## src/rtl/systolic_pkg.sv

```systemverilog
`default_nettype none
// ============================================================================
//  Module      : systolic_pkg
//  Description : Shared types and default widths for the systolic tile
//                scheduler and its address generator.
//  Revision    : 1.0 - initial release
// ============================================================================
package systolic_pkg;

    // Default buffer address width and tile-count width
    localparam int unsigned c_def_addr_w = 10;
    localparam int unsigned c_def_tile_w = 8;

    // Scheduler FSM encoding
    typedef enum logic [2:0] {
        ST_IDLE = 3'd0,
        ST_LOAD = 3'd1,
        ST_WAIT = 3'd2,
        ST_NEXT = 3'd3,
        ST_DONE = 3'd4
    } sched_state_e;

    // Counter width able to hold values 0..v-1, never narrower than one bit
    function automatic int unsigned cnt_w(input int unsigned v);
        return (v > 1) ? $clog2(v) : 1;
    endfunction

endpackage
`default_nettype wire

```

## src/rtl/sched_addr_gen.sv

```systemverilog
`default_nettype none
// ============================================================================
//  Module      : sched_addr_gen
//  Description : LOAD-phase beat counter and the input/weight read address
//                adders. Input addresses advance by KERNEL_SIZE per tile,
//                weight addresses restart at the weight base every tile.
//                All sums wrap modulo 2^ADDR_W.
//  Revision    : 1.0 - initial release
// ============================================================================
module sched_addr_gen
    import systolic_pkg::*;
#(
    parameter int unsigned KERNEL_SIZE = 9,
    parameter int unsigned ADDR_W      = c_def_addr_w,
    parameter int unsigned TILE_W      = c_def_tile_w
) (
    input  logic              clk,
    input  logic              rst,
    input  logic              en,
    input  logic              clr,
    input  logic [ADDR_W-1:0] base_i,
    input  logic [ADDR_W-1:0] base_w,
    input  logic [TILE_W-1:0] tile_idx,
    output logic              k_first,
    output logic              k_last,
    output logic [ADDR_W-1:0] i_addr,
    output logic [ADDR_W-1:0] w_addr
);

    localparam int unsigned      c_k_w    = cnt_w(KERNEL_SIZE);
    localparam logic [c_k_w-1:0] c_k_last = c_k_w'(KERNEL_SIZE - 1);

    logic [c_k_w-1:0]  r_k_q;
    logic [c_k_w-1:0]  w_k_d;
    logic [ADDR_W-1:0] w_tile_off;

    // Beat index within the LOAD phase; wraps to 0 after the last beat
    always_comb begin
        w_k_d = r_k_q;
        if (clr) begin
            w_k_d = '0;
        end else if (en) begin
            w_k_d = (r_k_q == c_k_last) ? '0 : r_k_q + 1'b1;
        end
    end

    // Beat index register
    always_ff @(posedge clk or posedge rst) begin
        if (rst) begin
            r_k_q <= '0;
        end else begin
            r_k_q <= w_k_d;
        end
    end

    assign k_first    = (r_k_q == '0);
    assign k_last     = (r_k_q == c_k_last);
    assign w_tile_off = ADDR_W'(tile_idx * KERNEL_SIZE);
    assign i_addr     = base_i + w_tile_off + ADDR_W'(r_k_q);
    assign w_addr     = base_w + ADDR_W'(r_k_q);

endmodule
`default_nettype wire

```

## src/rtl/systolic_tile_sched.sv

```systemverilog
`default_nettype none
// ============================================================================
//  Module      : systolic_tile_sched
//  Description : Job-level sequencer in front of systolic_top. For each tile
//                of a job it streams operand read addresses, pulses the array
//                start, collects the result beats into consecutive output
//                buffer addresses and waits for the array's done pulse.
//  Revision    : 1.0 - initial release
// ============================================================================
module systolic_tile_sched
    import systolic_pkg::*;
#(
    parameter int unsigned PE_ROW_NUM  = 4,
    parameter int unsigned PE_COL_NUM  = 4,
    parameter int unsigned KERNEL_SIZE = 9,
    parameter int unsigned RES_BEATS   = PE_COL_NUM,
    parameter int unsigned ADDR_W      = c_def_addr_w,
    parameter int unsigned TILE_W      = c_def_tile_w
) (
    input  logic                  clk,
    input  logic                  rst,
    input  logic                  job_valid,
    output logic                  job_ready,
    input  logic [TILE_W-1:0]     job_tiles,
    input  logic [ADDR_W-1:0]     job_base_i,
    input  logic [ADDR_W-1:0]     job_base_w,
    input  logic [ADDR_W-1:0]     job_base_o,
    input  logic                  abort,
    output logic                  ram_rd_en,
    output logic [ADDR_W-1:0]     ram_i_addr,
    output logic [ADDR_W-1:0]     ram_w_addr,
    output logic                  arr_start,
    input  logic                  arr_cal_done,
    input  logic [PE_ROW_NUM-1:0] arr_tvalid_res,
    output logic                  res_wr_en,
    output logic [ADDR_W-1:0]     res_wr_addr,
    output logic                  busy,
    output logic                  job_done,
    output logic [TILE_W-1:0]     tile_idx
);

    localparam int unsigned      c_b_w       = cnt_w(RES_BEATS + 1);
    localparam logic [c_b_w-1:0] c_res_beats = c_b_w'(RES_BEATS);

    sched_state_e      r_state_q,     w_state_d;
    logic [TILE_W-1:0] r_tiles_q,     w_tiles_d;
    logic [ADDR_W-1:0] r_base_i_q,    w_base_i_d;
    logic [ADDR_W-1:0] r_base_w_q,    w_base_w_d;
    logic [TILE_W-1:0] r_tile_idx_q,  w_tile_idx_d;
    logic [ADDR_W-1:0] r_o_ptr_q,     w_o_ptr_d;
    logic [c_b_w-1:0]  r_beat_cnt_q,  w_beat_cnt_d;
    logic              r_done_seen_q, w_done_seen_d;
    logic              r_job_ready_q, w_job_ready_d;
    logic              r_busy_q,      w_busy_d;
    logic              r_job_done_q,  w_job_done_d;

    logic              w_abort;
    logic              w_in_run;
    logic              w_capture;
    logic [c_b_w-1:0]  w_beats_now;
    logic              w_done_now;
    logic              w_last_tile;
    logic              w_k_first;
    logic              w_k_last;

    // Abort only matters while a job is in flight; in DONE the pulse is already due
    assign w_abort     = abort && (r_state_q != ST_IDLE) && (r_state_q != ST_DONE);
    assign w_in_run    = (r_state_q == ST_LOAD) || (r_state_q == ST_WAIT);
    assign w_capture   = w_in_run && (|arr_tvalid_res) && (r_beat_cnt_q < c_res_beats) && !w_abort;
    assign w_beats_now = r_beat_cnt_q + c_b_w'(w_capture);
    assign w_done_now  = r_done_seen_q || arr_cal_done;
    assign w_last_tile = (({1'b0, r_tile_idx_q} + 1'b1) == {1'b0, r_tiles_q});

    // Operand read strobe and start pulse; both are suppressed in the abort cycle
    assign ram_rd_en   = (r_state_q == ST_LOAD) && !w_abort;
    assign arr_start   = ram_rd_en && w_k_first;
    assign res_wr_en   = w_capture;
    assign res_wr_addr = r_o_ptr_q;
    assign job_ready   = r_job_ready_q;
    assign busy        = r_busy_q;
    assign job_done    = r_job_done_q;
    assign tile_idx    = r_tile_idx_q;

    sched_addr_gen #(
        .KERNEL_SIZE (KERNEL_SIZE),
        .ADDR_W      (ADDR_W),
        .TILE_W      (TILE_W)
    ) u_addr_gen (
        .clk      (clk),
        .rst      (rst),
        .en       (ram_rd_en),
        .clr      (w_abort),
        .base_i   (r_base_i_q),
        .base_w   (r_base_w_q),
        .tile_idx (r_tile_idx_q),
        .k_first  (w_k_first),
        .k_last   (w_k_last),
        .i_addr   (ram_i_addr),
        .w_addr   (ram_w_addr)
    );

    // Next-state, result capture and per-tile bookkeeping
    always_comb begin
        w_state_d     = r_state_q;
        w_tiles_d     = r_tiles_q;
        w_base_i_d    = r_base_i_q;
        w_base_w_d    = r_base_w_q;
        w_tile_idx_d  = r_tile_idx_q;
        w_o_ptr_d     = r_o_ptr_q;
        w_beat_cnt_d  = r_beat_cnt_q;
        w_done_seen_d = r_done_seen_q;

        if (w_capture) begin
            w_o_ptr_d    = r_o_ptr_q + 1'b1;
            w_beat_cnt_d = w_beats_now;
        end
        if (w_in_run && arr_cal_done) begin
            w_done_seen_d = 1'b1;
        end

        unique case (r_state_q)
            ST_IDLE: begin
                if (job_valid) begin
                    w_tiles_d     = job_tiles;
                    w_base_i_d    = job_base_i;
                    w_base_w_d    = job_base_w;
                    w_o_ptr_d     = job_base_o;
                    w_tile_idx_d  = '0;
                    w_beat_cnt_d  = '0;
                    w_done_seen_d = 1'b0;
                    w_state_d     = (job_tiles == '0) ? ST_DONE : ST_LOAD;
                end
            end
            ST_LOAD: begin
                if (w_k_last) begin
                    w_state_d = ST_WAIT;
                end
            end
            ST_WAIT: begin
                // A final beat landing in this same cycle counts toward completion
                if (w_done_now && (w_beats_now == c_res_beats)) begin
                    w_state_d = ST_NEXT;
                end
            end
            ST_NEXT: begin
                w_tile_idx_d  = r_tile_idx_q + 1'b1;
                w_beat_cnt_d  = '0;
                w_done_seen_d = 1'b0;
                w_state_d     = w_last_tile ? ST_DONE : ST_LOAD;
            end
            ST_DONE: begin
                w_state_d = ST_IDLE;
            end
            default: begin
                w_state_d = ST_IDLE;
            end
        endcase

        if (w_abort) begin
            w_state_d = ST_DONE;
        end

        w_job_ready_d = (w_state_d == ST_IDLE);
        w_busy_d      = (w_state_d != ST_IDLE);
        w_job_done_d  = (w_state_d == ST_DONE);
    end

    // State, counters, latched job fields and registered status outputs
    always_ff @(posedge clk or posedge rst) begin
        if (rst) begin
            r_state_q     <= ST_IDLE;
            r_tiles_q     <= '0;
            r_base_i_q    <= '0;
            r_base_w_q    <= '0;
            r_tile_idx_q  <= '0;
            r_o_ptr_q     <= '0;
            r_beat_cnt_q  <= '0;
            r_done_seen_q <= 1'b0;
            r_job_ready_q <= 1'b1;
            r_busy_q      <= 1'b0;
            r_job_done_q  <= 1'b0;
        end else begin
            r_state_q     <= w_state_d;
            r_tiles_q     <= w_tiles_d;
            r_base_i_q    <= w_base_i_d;
            r_base_w_q    <= w_base_w_d;
            r_tile_idx_q  <= w_tile_idx_d;
            r_o_ptr_q     <= w_o_ptr_d;
            r_beat_cnt_q  <= w_beat_cnt_d;
            r_done_seen_q <= w_done_seen_d;
            r_job_ready_q <= w_job_ready_d;
            r_busy_q      <= w_busy_d;
            r_job_done_q  <= w_job_done_d;
        end
    end

endmodule
`default_nettype wire

```

## config.mk

```make
export PLATFORM = sky130hd
export DESIGN_NAME = systolic_tile_sched
export DESIGN_NICKNAME = d
export VERILOG_FILES = /design/src/rtl/systolic_pkg.sv /design/src/rtl/sched_addr_gen.sv /design/src/rtl/systolic_tile_sched.sv
export SDC_FILE = /design/constraint.sdc
export NUM_CORES = 1
export LEC_CHECK = 0
export CAP_MARGIN = 40
export CORE_MARGIN = 2
export CORE_UTILIZATION = 52
export CTS_BUF_LIST = sky130_fd_sc_hd__clkbuf_8
export DETAILED_ROUTE_END_ITERATION = 12
export GPL_TIMING_DRIVEN = 0
export PLACE_DENSITY_LB_ADDON = 0.08
export SYNTH_ARGS = -nofsm -noshare
export SYNTH_HDL_FRONTEND = slang
export SYNTH_SLANG_ARGS = --single-unit
```

## constraint.sdc

```tcl
create_clock -name clk -period 3.8 [get_ports clk]
set_input_delay 0.38 -clock clk [delete_from_list [all_inputs] [get_ports clk]]
set_output_delay 0.38 -clock clk [all_outputs]
set_load 0.01 [all_outputs]
```

==> qor.yml <==
clocking:
  clockRootBuffer: "clkbuf_8"
  cts_tree: "built"
  ctsLongestPathBuffers: 2
  cts_sinks: 60
  h-tree-depth: 3
  clock_latency_ns: 0.34
  holdBufCountCts: 0
  clk_pin_slew_ns: 0.07
  cts_buffers: 9
global_routing:
  first_global_vias: 3087
  grt.overflow.total: 0
  grt_pass1_wl_mm: 14.6
  antenna_found_initial: 0
  grtUsageTotal: 0.222
  grt_max_degree: 38
worst_setup_path:
  r2r-end: "busy"
  end_kind: "output port"
  critPathRequiredTime_ns: 3.42
  critical_path_class: "reg2out"
  crit_chain: "fa_1 > ha_1 > inv_1 > fa_1 > inv_1 > ha_1 > a21oi_2 > xnor2_1 > clkdlybuf4s50_1"
  reg2reg_slack_ns: 1.19
  slowest_delay_ns: 0.56
  rr_worst_depth: 12
  start_kind: "flop"
  cp.buffers_inverters: 3
  critical_path.top_delay_family: "adder cells"
  cp_max_fo: 3
  cp.arrival_ns: 3.21
  reg2reg_from: "r_state_q[1]"
  slowest_stage: "clkdlybuf4s50_1"
placement:
  routabilityCongestion: 0.850
  portBuffers: 90
  place_hpwl_mm: 6.36
  dpl_worst_slack_ns: -0.179
  placed_area_sq_mm: 0.00488
  dpl.cell_count: 570
sta:
  setup_viol: 0
  whs_ns: 0.412
  tightest_slew_ns: 0.673
  fmax_mhz: 279
  finalWorstSetupSlack_ns: 0.210
  drv_slew: 0
  finalHoldViolations: 0
  rsz0062_at_grt: "no"
  skew_ns: 0.00901
  relSlewSlack: 0.551
  min_period_over_period: 0.945
  period_minus_slack_ns: 3.59
final_layout:
  finalNonFillerCells: 589
  diodes: 0
  fillers: 563
  seqCellArea_sq_mm: 0.00151
  syn2layout_area_growth_pct: 33.3
  stdcell_area_sq_mm: 0.00510
  nets: 573
  drive_above_1_share: 0.139
  multi_input_area_sq_mm: 0.00216
floorplan:
  die_y_microns: 89.8
  die_area_sq_mm: 0.00806
  die_w_microns: 89.8
  coreArea_sq_mm: 0.00718
  initial_core_util: 0.533
  rows: 31
  ios: 91
yosys:
  ys_types: 47
  seq_area_frac_synth: 0.393
  syn_inst: 379
  yosys_register_bits: 60
  synthArstFlopShare: 1.00
  syn_avg_cell_area_sq_um: 10.1
  syn_area_sq_mm: 0.00383
  synth_edf_count: 0
  synth_fp_nets: 467
  ys_warn_count: 0
  synth_flop_cell: "dfrtp_1"
power:
  ir_worst_vdd_mv: 0.396
  leakagePower_nw: 2.28
  p_total_w: 0.00329
  power_density_mw_per_mm2: 646
drt:
  drt_pass1_iterations: 4
  first_iter_violations: 130
  antenna_left: 0
  vias: 3078
  drc: 0
  routedWlPerCell_microns: 14.2
  vias_per_cell: 5.23
  wirelength_mm: 8.36
outcome:
  status: "completed"
job:
  maxCapViolations: 0
worst_hold_path:
  holdCritPathClass: "in2async"
where the power goes:
group          total (W)  internal [W]  switching, W  leakage, nW
Clock           0.000558      0.000299      0.000259       0.0910
Combinational    0.00165      0.000913      0.000735         1.45
Sequential       0.00109      0.000887      0.000202        0.741
Total            0.00329       0.00210       0.00120         2.28
cell families (layout without fill, tap and decap cells):
kind of cell             after synthesis  after routing  synth area share
adder cells (fa/ha/maj)               41             41             0.156
buffers and inverters                 46            157            0.0461
multiplexers                          29             29            0.0843
flip-flops                            60             60             0.393
AND/OR/NAND/NOR                      101            101             0.130
XOR/XNOR                              39             39            0.0941
AO/OA/AOI/OAI                         63             63            0.0974
stage by stage:
stage,utilization,setup TNS (ns)
6_report,0.711,0
3_3_place_gp,0.676,-0.182
3_5_place_dp,0.680,-0.221
4_1_cts,0.711,-0.00517
2_1_floorplan,-,0
5_1_grt,0.711,0
worst max path at each step:
stage / slack, ns / from / cells past startpoint / endpoint
3_3_place_gp: -0.15 / tile_idx[3] / 11 / ram_i_addr[9]
3_5_place_dp: -0.18 / tile_idx[3] / 11 / ram_i_addr[9]
5_1_grt: 0.01 / tile_idx[3] / 11 / ram_i_addr[9]
6_report: 0.21 / tile_idx[3] / 9 / ram_i_addr[5]
2_1_floorplan: 0.53 / tile_idx[3] / 10 / ram_i_addr[9]
4_1_cts: -0.005 / u_addr_gen.r_k_q[3] / 11 / ram_i_addr[9]
synthesized netlist by cell type, types with 2 or more instances:
cell type   n  area, sq um
a21o_1      3         22.5
a21oi_1    12         60.1
a22o_1      2         17.5
and2_1      2         12.5
and3_1      6         37.5
buf_2       3         15.0
clkbuf_1    6         22.5
dfrtp_1    59         1480
fa_1       11          220
ha_1       30          375
inv_1      36          135
mux2_2     26          293
mux2i_1     3         30.0
nand2_1    40          150
nand2b_1    4         25.0
nand3_1    11         55.1
nor2_1     16         60.1
nor2b_1     4         25.0
nor3_1      7         35.0
nor4_1      2         12.5
o211ai_1    2         15.0
o21ai_0    25          125
o21ai_1     6         30.0
o22ai_1     2         12.5
o31ai_1     3         22.5
xnor2_1    22          193
xor2_1     16          140
per-layer routing:
layer / GRT usage / vias up / wire length, microns
li1: - / 1501 / -
met1: 0.300 / 1491 / 3890
met2: 0.361 / 77 / 4010
met5: 0 / - / 0
met3: 0.0503 / 9 / 373
met4: 0.0679 / 0 / 89
registers in the layout, summed over array words and instances (netlist names):
| signal | cells |
|---|---|
| busy | 1 |
| job_done | 1 |
| job_ready | 1 |
| r_base_i_q | 10 |
| r_base_w_q | 10 |
| r_beat_cnt_q | 3 |
| r_done_seen_q | 1 |
| r_state_q | 3 |
| r_tiles_q | 8 |
| res_wr_addr | 10 |
| tile_idx | 8 |
| u_addr_gen.r_k_q | 4 |
cell usage in the layout (no fill, tap or decap), types with 7 or more instances in the layout:
cell type,synthesis,layout
xnor2_1,22,22
clkbuf_8,0,9
dfrtp_1,59,55
clkdlybuf4s50_1,0,86
mux2_2,26,26
ha_1,30,30
nor2_1,16,16
xor2_1,16,16
o21ai_1,6,7
o21ai_0,25,24
inv_1,36,35
nor3_1,7,7
fa_1,11,11
nand3_1,11,11
a21oi_1,12,10
nand2_1,40,40
what timing repair did:
item                                    CTS  global route
pin swaps                                 1             2
buffers inserted                          2             1
resized for setup                        11             5
endpoints found under the setup margin    5             3
area by class of cell:
class / count / share of cell area
Multi-Input combinational cell: 273 / 0.424
Timing Repair Buffer: 95 / 0.184
Tap cell: 99 / 0.0243
Sequential cell: 60 / 0.295
Buffer: 9 / 0.00736
Clock inverter: 7 / 0.0132
Inverter: 37 / 0.0272
Clock buffer: 9 / 0.0243
No activity file was read; power rests on OpenSTA's default activity.
==> variant: new RTL, config.mk and constraints unchanged <==
Change the package constant `c_def_addr_w` from 10 to 9.
--- a/src/rtl/systolic_pkg.sv
+++ b/src/rtl/systolic_pkg.sv
@@ -8,7 +8,7 @@
 package systolic_pkg;
 
     // Default buffer address width and tile-count width
-    localparam int unsigned c_def_addr_w = 10;
+    localparam int unsigned c_def_addr_w = 9;
     localparam int unsigned c_def_tile_w = 8;
 
     // Scheduler FSM encoding
Ports: changed (6 resized); port bits go from 91 to 85. The function was not compared with the original's and may differ.
==> variant against the original RTL <==
- global-route usage grew 2.4 points
- power grew 7.4%
- combinational power grew 12%
- sequential share of layout area grew 0.33 points
- cell count is the same
- sequential cell count shrank 3
- core utilization shrank 0.14 points
- wire length grew 2.7%
- synthesized area shrank 5.4%
- critical path depth shrank 1
- largest power group unchanged
- final area shrank 6.0%
- clock skew grew 0.0023 ns
- worst setup slack lost 0.020 ns
==> variant: results <==
metrics = {
    "status": {
        "status": "finished, final reports clean",
    },
    "synthesis": {
        "synthTopCellsByCount": "100 x nand2_1, 56 x dfrtp_1, 33 x inv_1",
        "synth_fa_ha_area_share_pct": 15.2,
        "synth_mux_area_share_pct": 0.553,
        "synthXorXnorAreaFrac_pct": 8.19,
        "synth_compound_area_share_pct": 10.7,
        "synthesis.nets": 490,
    },
    "route": {
        "viasPerCell": 5.37,
    },
    "setup_path": {
        "r2r-start": "r_state_q[0]",
        "cp_max_fo": 4,
        "reg2reg_depth": 11,
        "r2r_end": "job_ready",
    },
    "final_layout": {
        "clockNetworkAreaShare_pct": 4.38,
        "layout-drive-gt1-share_pct": 6.48,
        "n_fill_cell": 559,
        "n_all_inverters": 34,
        "buffers": 99,
    },
    "global_routing": {
        "grt_start_max_net_pins": 30,
        "grt_use_total_pct": 24.6,
        "grt_pass1_wl_mm": 14.6,
    },
    "clock_network": {
        "cts.sinks": 57,
        "post_cts.repair.setup_buffers": 0,
    },
    "placed_design": {
        "gp_congestion": 0.861,
    },
    "power": {
        "peakVddDrop_uv": 417,
        "power_w": 0.00354,
    },
}
[variant: through the flow]
step | setup WS, ns | instance area (um2) | utilization, %
final | 0.190 | 4790 | 71.0
after detailed placement | 0.0940 | 4580 | 67.8
after floorplan | 0.721 | 3620 | -
after CTS | 0.00478 | 4790 | 71.0
after global routing | -0.00721 | 4790 | 71.0
after global placement | 0.123 | 4560 | 67.5
[variant: routing by layer]
metal	wire (um)	global-route usage (%)	up-vias
met5	0	0	-
met4	111	8.39	0
met3	382	6.16	10
met2	4300	39.9	81
met1	3790	32.2	1508
li1	-	-	1565
[variant: repair_timing]
item,in CTS,in global routing
resized for setup,7,4
endpoints found under the setup margin,3,1
pin swaps,0,0
[variant: worst max-delay path by stage]
stage,to,slack [ns]
6_report,ram_i_addr[5],0.19
3_5_place_dp,ram_i_addr[8],0.09
2_1_floorplan,ram_i_addr[8],0.72
3_3_place_gp,ram_i_addr[8],0.12
4_1_cts,ram_i_addr[8],0.005
5_1_grt,ram_i_addr[8],-0.007
